## src/rtl/fifo_wr_ctrl.sv

```systemverilog
`default_nettype none
// ============================================================================
// Module   : fifo_wr_ctrl
// Brief    : Async-FIFO write-side controller: full gating, RAM write port,
//            binary/Gray write pointers, sticky overflow flag and counter.
// Revision : 1.0 - initial release
// ============================================================================
module fifo_wr_ctrl #(
  parameter int ABITS = 10,
  parameter int DBITS = 16
) (
  input  logic             wrclk,
  input  logic             rst_n,
  input  logic             wr_en,
  input  logic [DBITS-1:0] wr_data,
  input  logic             wr_full,
  input  logic             ovf_clr,
  output logic [ABITS-1:0] wr_bin_ptr,
  output logic [ABITS-1:0] wr_gray_ptr,
  output logic             ram_we,
  output logic [ABITS-1:0] ram_waddr,
  output logic [DBITS-1:0] ram_wdata,
  output logic             wr_ack,
  output logic             wr_overflow,
  output logic [15:0]      ovf_cnt
);

  localparam logic [15:0] C_OVF_MAX = 16'hFFFF;

  logic             w_acc;
  logic             w_rej;
  logic [ABITS-1:0] w_nxt;

  logic [ABITS-1:0] bin_ptr_q,  bin_ptr_d;
  logic [ABITS-1:0] gray_ptr_q, gray_ptr_d;
  logic [ABITS-1:0] waddr_q,    waddr_d;
  logic [DBITS-1:0] wdata_q,    wdata_d;
  logic             we_q,       we_d;
  logic             ovf_q,      ovf_d;
  logic [15:0]      cnt_q,      cnt_d;

  assign w_acc = wr_en & ~wr_full;
  assign w_rej = wr_en &  wr_full;
  assign w_nxt = bin_ptr_q + ABITS'(1);

  always_comb begin
    bin_ptr_d  = bin_ptr_q;
    gray_ptr_d = gray_ptr_q;
    waddr_d    = waddr_q;
    wdata_d    = wdata_q;
    we_d       = 1'b0;
    ovf_d      = ovf_q;
    cnt_d      = cnt_q;

    if (w_acc) begin
      we_d       = 1'b1;
      waddr_d    = bin_ptr_q;
      wdata_d    = wr_data;
      bin_ptr_d  = w_nxt;
      gray_ptr_d = w_nxt ^ (w_nxt >> 1);
    end

    // A reject coinciding with a clear counts as the first event after it
    if (ovf_clr) begin
      ovf_d = w_rej;
      cnt_d = w_rej ? 16'd1 : 16'd0;
    end else if (w_rej) begin
      ovf_d = 1'b1;
      if (cnt_q != C_OVF_MAX) begin
        cnt_d = cnt_q + 16'd1;
      end
    end
  end

  always_ff @(posedge wrclk or negedge rst_n) begin
    if (!rst_n) begin
      bin_ptr_q  <= '0;
      gray_ptr_q <= '0;
      waddr_q    <= '0;
      wdata_q    <= '0;
      we_q       <= 1'b0;
      ovf_q      <= 1'b0;
      cnt_q      <= '0;
    end else begin
      bin_ptr_q  <= bin_ptr_d;
      gray_ptr_q <= gray_ptr_d;
      waddr_q    <= waddr_d;
      wdata_q    <= wdata_d;
      we_q       <= we_d;
      ovf_q      <= ovf_d;
      cnt_q      <= cnt_d;
    end
  end

  assign wr_bin_ptr  = bin_ptr_q;
  assign wr_gray_ptr = gray_ptr_q;
  assign ram_we      = we_q;
  assign wr_ack      = we_q;
  assign ram_waddr   = waddr_q;
  assign ram_wdata   = wdata_q;
  assign wr_overflow = ovf_q;
  assign ovf_cnt     = cnt_q;

endmodule
`default_nettype wire

```

## config.mk

```make
export PLATFORM = sky130hd
export DESIGN_NAME = fifo_wr_ctrl
export DESIGN_NICKNAME = d
export VERILOG_FILES = /design/src/rtl/fifo_wr_ctrl.sv
export SDC_FILE = /design/constraint.sdc
export NUM_CORES = 1
export LEC_CHECK = 0
export ABC_AREA = 1
export CAP_MARGIN = 10
export CORE_MARGIN = 3
export CORE_UTILIZATION = 45
export DETAILED_ROUTE_END_ITERATION = 7
export MAX_ROUTING_LAYER = met4
export PLACE_DENSITY = 0.86
export SYNTH_ARGS = -nofsm -noshare
export SYNTH_HDL_FRONTEND = slang
export SYNTH_SLANG_ARGS = --single-unit
```

## constraint.sdc

```tcl
create_clock -name wrclk -period 4.2 [get_ports wrclk]
set_input_delay 0.63 -clock wrclk [delete_from_list [all_inputs] [get_ports wrclk]]
set_output_delay 0.63 -clock wrclk [all_outputs]
set_load 0.01 [all_outputs]
```

==> flow_metrics.env, run 1 <==
export IMPL_synth_edf_count=0
export IMPL_worst_hold_path_type="in -> async"
export IMPL_antenna_found_initial=0
export IMPL_synth_distinct_cells=31
export IMPL_synth_flop_cell="dfrtp_1"
export IMPL_path_delay_family="buffers and inverters"
export IMPL_drt_first_iter_violations=280
export IMPL_final_util_pct=63.3
export IMPL_pre_cts_ws_ns=1.54
export IMPL_cts_clk_slew_worst_paths_ns=0.07
export IMPL_clkSinkCount=63
export IMPL_postCtsSetupRepairBufs=0
export IMPL_place_area_um2=3920
export IMPL_gr_usage_all_layers_pct=20.8
export IMPL_relSlewSlack_pct=54.9
export IMPL_yosysWarnings=0
export IMPL_r2r_start="ovf_cnt[0]"
export IMPL_crit_buf_inv=4
export IMPL_finalInstanceArea_um2=4090
export IMPL_fp_dieH_um=88.1
export IMPL_die_area_um2=7770
export IMPL_syn_nets=410
export IMPL_ys_ff_latch=63
export IMPL_grt_met3_usage_pct=4.70
export IMPL_root_buffer="clkbuf_8"
export IMPL_cts_tree="done"
export IMPL_crit_type="in -> reg"
export IMPL_setup_viol=0
export IMPL_busiest_layer="met2"
export IMPL_async_flop_share_pct=100
export IMPL_wl_um=7250
export IMPL_fin_crit_ns=2.32
export IMPL_grt_setup_unrepaired="false"
export IMPL_grt_max_degree=46
export IMPL_post_cts_resized=0
export IMPL_die_w_um=88.1
export IMPL_hold_viol=0
export IMPL_crit_path_max_incr_delay_ns=0.48
export IMPL_route_vias_total=2818
export IMPL_powerDensity_nw_per_um2=428
export IMPL_rows=29
export IMPL_fmax_ghz=0.431
export IMPL_synth_top_area_share_pct=51.9
export IMPL_post_dp_hpwl_um=5320
export IMPL_cellLeakagePower_nw=1.92
export IMPL_synthCells=387
export IMPL_ios=86
export IMPL_firstDrtPassIters=4
export IMPL_syn2layout_area_growth_pct=34.7
export IMPL_drc_errors=0
export IMPL_ir_worst_vdd_mv=0.273
export IMPL_grt_pass1_vias=2673
export IMPL_grt_pass1_wl_um=12300
export IMPL_cp_data_required_time_ns=4.41
export IMPL_io_buffers=85
export IMPL_finalClockSkew_ns=0.00825
export IMPL_seq_area_frac_synth_pct=51.9
export IMPL_fin_ws_ns=1.88
export IMPL_gp_congestion=0.924
export IMPL_holdBufCountCts=0
export IMPL_vias_per_cell=5.10
export IMPL_use_met2_pct=31.8
export IMPL_drv_slew=0
export IMPL_ctsLongestPathBuffers=2
export IMPL_fin_nets=495
export IMPL_cp_max_fo=45
export IMPL_ant_nets=0
export IMPL_start_util_pct=47.0
export IMPL_tightest_slew_ns=0.675
export IMPL_clkLatencyLatePin_ns=0.33
export IMPL_setup_tns_ns=0
export IMPL_wire_per_inst_um=13.1
export IMPL_timing_final_crit_share_pct=55.3
export IMPL_cp_arrival_ns=2.53
export IMPL_crit_path_top_delay_cell="clkdlybuf4s50_1"
export IMPL_outcome="completed"
export IMPL_synth_area_leaders="dfrtp_1 52%, nand2_1 20%, nand3_1 4.8%, o21ai_0 4.6%, inv_1 3.5%"
export IMPL_cp_end_kind="register"
export IMPL_cp_cell_sequence="clkdlybuf4s50_1, inv_1, nor2_2, buf_4, inv_2, or2_1, nor2_1, a31oi_1"
export IMPL_cts_max_level=3
export IMPL_met1_usage_pct=26.5
export IMPL_yosys_area_top_type="dfrtp_1"
export IMPL_crit_start="wr_en"
export IMPL_grt_ovfl_total=0
export IMPL_antenna_cells=0
export IMPL_cts_buffers=9
export IMPL_syn_area_um2=3040
export IMPL_startpoint_type="input pin"
export IMPL_drive_gt1_share_pct=6.72
export IMPL_coreArea_um2=6460
export IMPL_syn_area_per_cell_um2=7.85
export IMPL_drv_cap=0
## path summary, 6_finish.rpt
| path | to | slack, ns | cells after the start |
|---|---|---|---|
| worst max-delay path | wr_gray_ptr[0] | 1.88 | 8 |
| worst min-delay path | ovf_cnt[12] | 0.30 | 1 |
| worst max register to register | ovf_cnt[12] | 2.39 | 6 |
| worst min register to register | ram_wdata[5] | 0.47 | 2 |
| max in group asynchronous | wr_bin_ptr[8] | 3.00 | 2 |
| min in group wrclk | ram_wdata[5] | 0.47 | 2 |
## routing by layer
layer  up-vias  share of wire (%)
li1       1394                  -
met1      1309                 44
met2        98                 48
met3        17                6.6
met4         0                2.2
met5         -                  0
## stage by stage
stage	instances	hold WS [ns]	power, mW
2_1_floorplan	387	0.334	1.01
3_3_place_gp	538	0.455	1.30
3_5_place_dp	538	0.459	1.31
4_1_cts	553	0.318	1.77
5_1_grt	553	0.348	1.86
6_report	553	0.305	1.75
## cell usage after synthesis (2+ instances only)
cell,count
xor2_1,4
nor2_1,22
buf_4,2
nand4_1,6
buf_2,2
nand2_1,164
ha_1,2
buf_6,2
nand2_2,2
nand3b_1,2
o21ai_2,2
xnor2_1,2
o211ai_1,2
clkbuf_1,7
a21oi_1,2
nor2_2,4
o21ai_0,28
nand3_1,29
or2_2,2
inv_1,28
dfrtp_1,63
## placed cells by master, fill, tap and decap left out, types with 2 or more instances in the layout
cell	netlist	final
nand2_1	164	164
clkdlybuf4s50_1	0	84
dfrtp_1	63	63
nand3_1	29	29
inv_1	28	28
o21ai_0	28	28
nor2_1	22	22
clkbuf_8	0	10
nand4_1	6	6
nor2_2	4	4
xor2_1	4	4
nand2_2	2	2
xnor2_1	2	2
o21ai_2	2	2
or2_2	2	2
a21oi_1	2	2
nand3b_1	2	2
o211ai_1	2	2
ha_1	2	2
clkinv_2	0	2
clkinvlp_4	0	2
buf_4	2	2
## flip-flops by register name, summed over array words and instances, names as in the netlist
| register | cells |
|---|---|
| ovf_cnt | 16 |
| wr_overflow | 1 |
| wr_gray_ptr | 9 |
| ram_waddr | 10 |
| wr_bin_ptr | 10 |
| ram_we | 1 |
| ram_wdata | 16 |
## where the power goes
group / internal, mW / switching [mW] / leakage (nW)
clock network: 0.226 / 0.227 / 0.0845
registers: 0.712 / 0.0788 / 0.810
logic: 0.265 / 0.240 / 1.02
total: 1.20 / 0.546 / 1.92
## worst register-to-register path: cells and delay by family, from the launching register on
kind | cells | cell delay [ns]
and+or+nand+nor | 4 | 0.77
DFF | 1 | 0.50
adders and majority gates | 1 | 0.24
AOI/OAI and AO/OA | 1 | 0.17
## cell type report
type                       instances  area [µm²]
clock inverter                     5        33.8
sequential                        63        1580
multi-input combinational        282        1280
tap                               77        96.3
timing repair buffer              87         861
fill                             560        2370
inverter                          29         109
clock buffer                      10         138
## logic make-up (layout without fill, tap and decap cells)
| family | Yosys count | in the layout | share of synthesized area (%) |
|---|---|---|---|
| XOR/XNOR | 6 | 6 | 1.73 |
| AO/OA/AOI/OAI | 38 | 38 | 6.88 |
| AND/OR/NAND/NOR | 236 | 236 | 32.6 |
| flip-flops | 63 | 63 | 51.9 |
| adder cells (fa/ha/maj) | 2 | 2 | 0.824 |
| buffers and inverters | 42 | 131 | 6.02 |
(Power assumes the default switching activity.)
==> run 2, diff against run 1 <==
CORE_UTILIZATION = 43   (was 45)
clock period = 2.05 ns   (was 4.2 ns; I/O delays follow)
==> flow_metrics.env, run 2 (synthesis gave the netlist of run 1 again) <==
export IMPL_outcome="completed"
export IMPL_drc_errors=0
export IMPL_worst_hold_path_type="reg -> reg"
export IMPL_die_w_um=90.0
export IMPL_rows=29
export IMPL_gr_usage_all_layers_pct=18.8
export IMPL_timing_final_crit_share_pct=85.1
export IMPL_p_sw_mw=1.14
export IMPL_crit_type="reg -> reg"
export IMPL_fin_ws_ns=0.306
export IMPL_tightest_slew_ns=0.482
export IMPL_internal_power_mw=2.69
export IMPL_start_util_pct=46.0
export IMPL_cellLeakagePower_nw=1.96
export IMPL_cts_tree="done"
export IMPL_finalClockSkew_ns=0.00852
export IMPL_grt_pass1_vias=2599
export IMPL_ir_worst_vdd_mv=0.460
export IMPL_drv_cap=0
export IMPL_dr_max_layer_used="met4"
export IMPL_power_switching_share_pct=29.8
export IMPL_drive_gt1_share_pct=7.47
export IMPL_cp_max_fo=21
export IMPL_p_clk_share_pct=30.1
export IMPL_final_cell_mix="164 x nand2_1, 84 x clkdlybuf4s50_1, 63 x dfrtp_1"
export IMPL_cp_arrival_ns=1.95
export IMPL_setup_tns_ns=0
export IMPL_drv_slew=0
export IMPL_cts_clk_slew_worst_paths_ns=0.07
export IMPL_wl_um=7450
export IMPL_cts_buffers=9
export IMPL_fp_dieH_um=90.0
export IMPL_io_buffers=85
export IMPL_fin_nets=500
export IMPL_grt_pass1_wl_um=12100
export IMPL_grt_max_degree=64
export IMPL_r2r_start="ovf_cnt[0]"
export IMPL_final_common_cell="nand2_1"
export IMPL_startpoint_type="register"
export IMPL_cp_data_required_time_ns=2.25
export IMPL_hold_ws_ns=0.480
export IMPL_coreArea_um2=6600
export IMPL_p_seq_share_pct=42.5
export IMPL_p_comb_share_pct=27.4
export IMPL_relSlewSlack_pct=67.8
export IMPL_firstDrtPassIters=4
export IMPL_wire_per_inst_um=13.0
export IMPL_die_area_um2=8110
export IMPL_antenna_cells=0
export IMPL_m1WireLength_um=3150
export IMPL_postCtsSetupRepairBufs=0
export IMPL_syn2layout_area_growth_pct=38.5
export IMPL_pre_cts_ws_ns=0.233
export IMPL_drt_first_iter_violations=144
export IMPL_clkLatencyLatePin_ns=0.34
export IMPL_hold_viol=0
export IMPL_fmax_ghz=0.573
export IMPL_antenna_found_initial=0
export IMPL_wl_met3_um=461
export IMPL_post_dp_hpwl_um=5400
export IMPL_holdBufCountCts=1
export IMPL_ctsLongestPathBuffers=2
export IMPL_grt_ovfl_total=0
export IMPL_post_cts_resized=0
export IMPL_clkSinkCount=63
export IMPL_root_buffer="clkbuf_8"
export IMPL_route_vias_total=2842
export IMPL_setup_viol=0
export IMPL_grt_setup_unrepaired="false"
export IMPL_cts_max_level=3
export IMPL_worstHoldStart="wr_overflow"
export IMPL_powerDensity_nw_per_um2=912
export IMPL_fin_crit_ns=1.74
export IMPL_cp_end_kind="register"
export IMPL_vias_per_cell=4.94
export IMPL_ios=86
export IMPL_crit_start="ovf_cnt[0]"
export IMPL_wl_met2_um=3700
export IMPL_gp_congestion=0.870
export IMPL_ant_nets=0
## run 2: per-stage QoR
stage                     power [mW]  utilization [%]  std cells  instance area [µm²]
final                           3.84             63.7        575                 4210
after global routing            4.04             63.7        575                 4210
after CTS                       3.88             63.7        575                 4210
after detailed placement        2.71             60.3        558                 3980
after global placement          2.67             60.3        558                 3980
after floorplan                 2.07                -        387                 3040
## run 2: routing by layer
metal | GRT usage, % | up-vias
met4 | 7.65 | 0
met1 | 22.0 | 1331
met2 | 31.5 | 91
li1 | - | 1410
met5 | - | -
met3 | 3.92 | 10
## run 2: layout make-up
class	count	area, µm²
multi-input cells	282	1280
repair buffers	92	913
well taps	93	116
inverters	29	109
fillers	567	2400
flip-flops and latches	63	1580
clock buffers	10	128
clock inverters	6	85.1
## run 2: worst max-delay path, cell delays in order, from the launching register on
cell,delay (ns)
dfrtp_1,0.48
ha_1,0.23
nand2_2,0.09
nor2_4,0.20
nand4_2,0.14
nand2_2,0.32
o21ai_0,0.15
## run 2: worst paths after layout
kind	to	slack (ns)	cells past startpoint
setup / recovery	ovf_cnt[5]	0.31	6
setup reg to reg	ovf_cnt[5]	0.31	6
min in group asynchronous	ram_wdata[11]	0.51	3
max in group asynchronous	wr_bin_ptr[2]	1.27	3
hold / removal	wr_overflow	0.48	2
hold reg to reg	wr_overflow	0.48	2
## run 2: power groups by stage
stage | logic (mW) | clock network, mW | registers [mW]
final | 1.05 | 1.15 | 1.63
after global routing | 1.15 | 1.23 | 1.66
after detailed placement | 1.06 | 0 | 1.65
after global placement | 1.03 | 0 | 1.65
after floorplan | 0.356 | 0 | 1.72
after CTS | 1.07 | 1.18 | 1.63
==> run 3, diff against run 2 <==
HOLD_SLACK_MARGIN = 0.15   (was default)
==> results of run 3 <==
Final layout, timing and power as in run 2 (identical DEF).
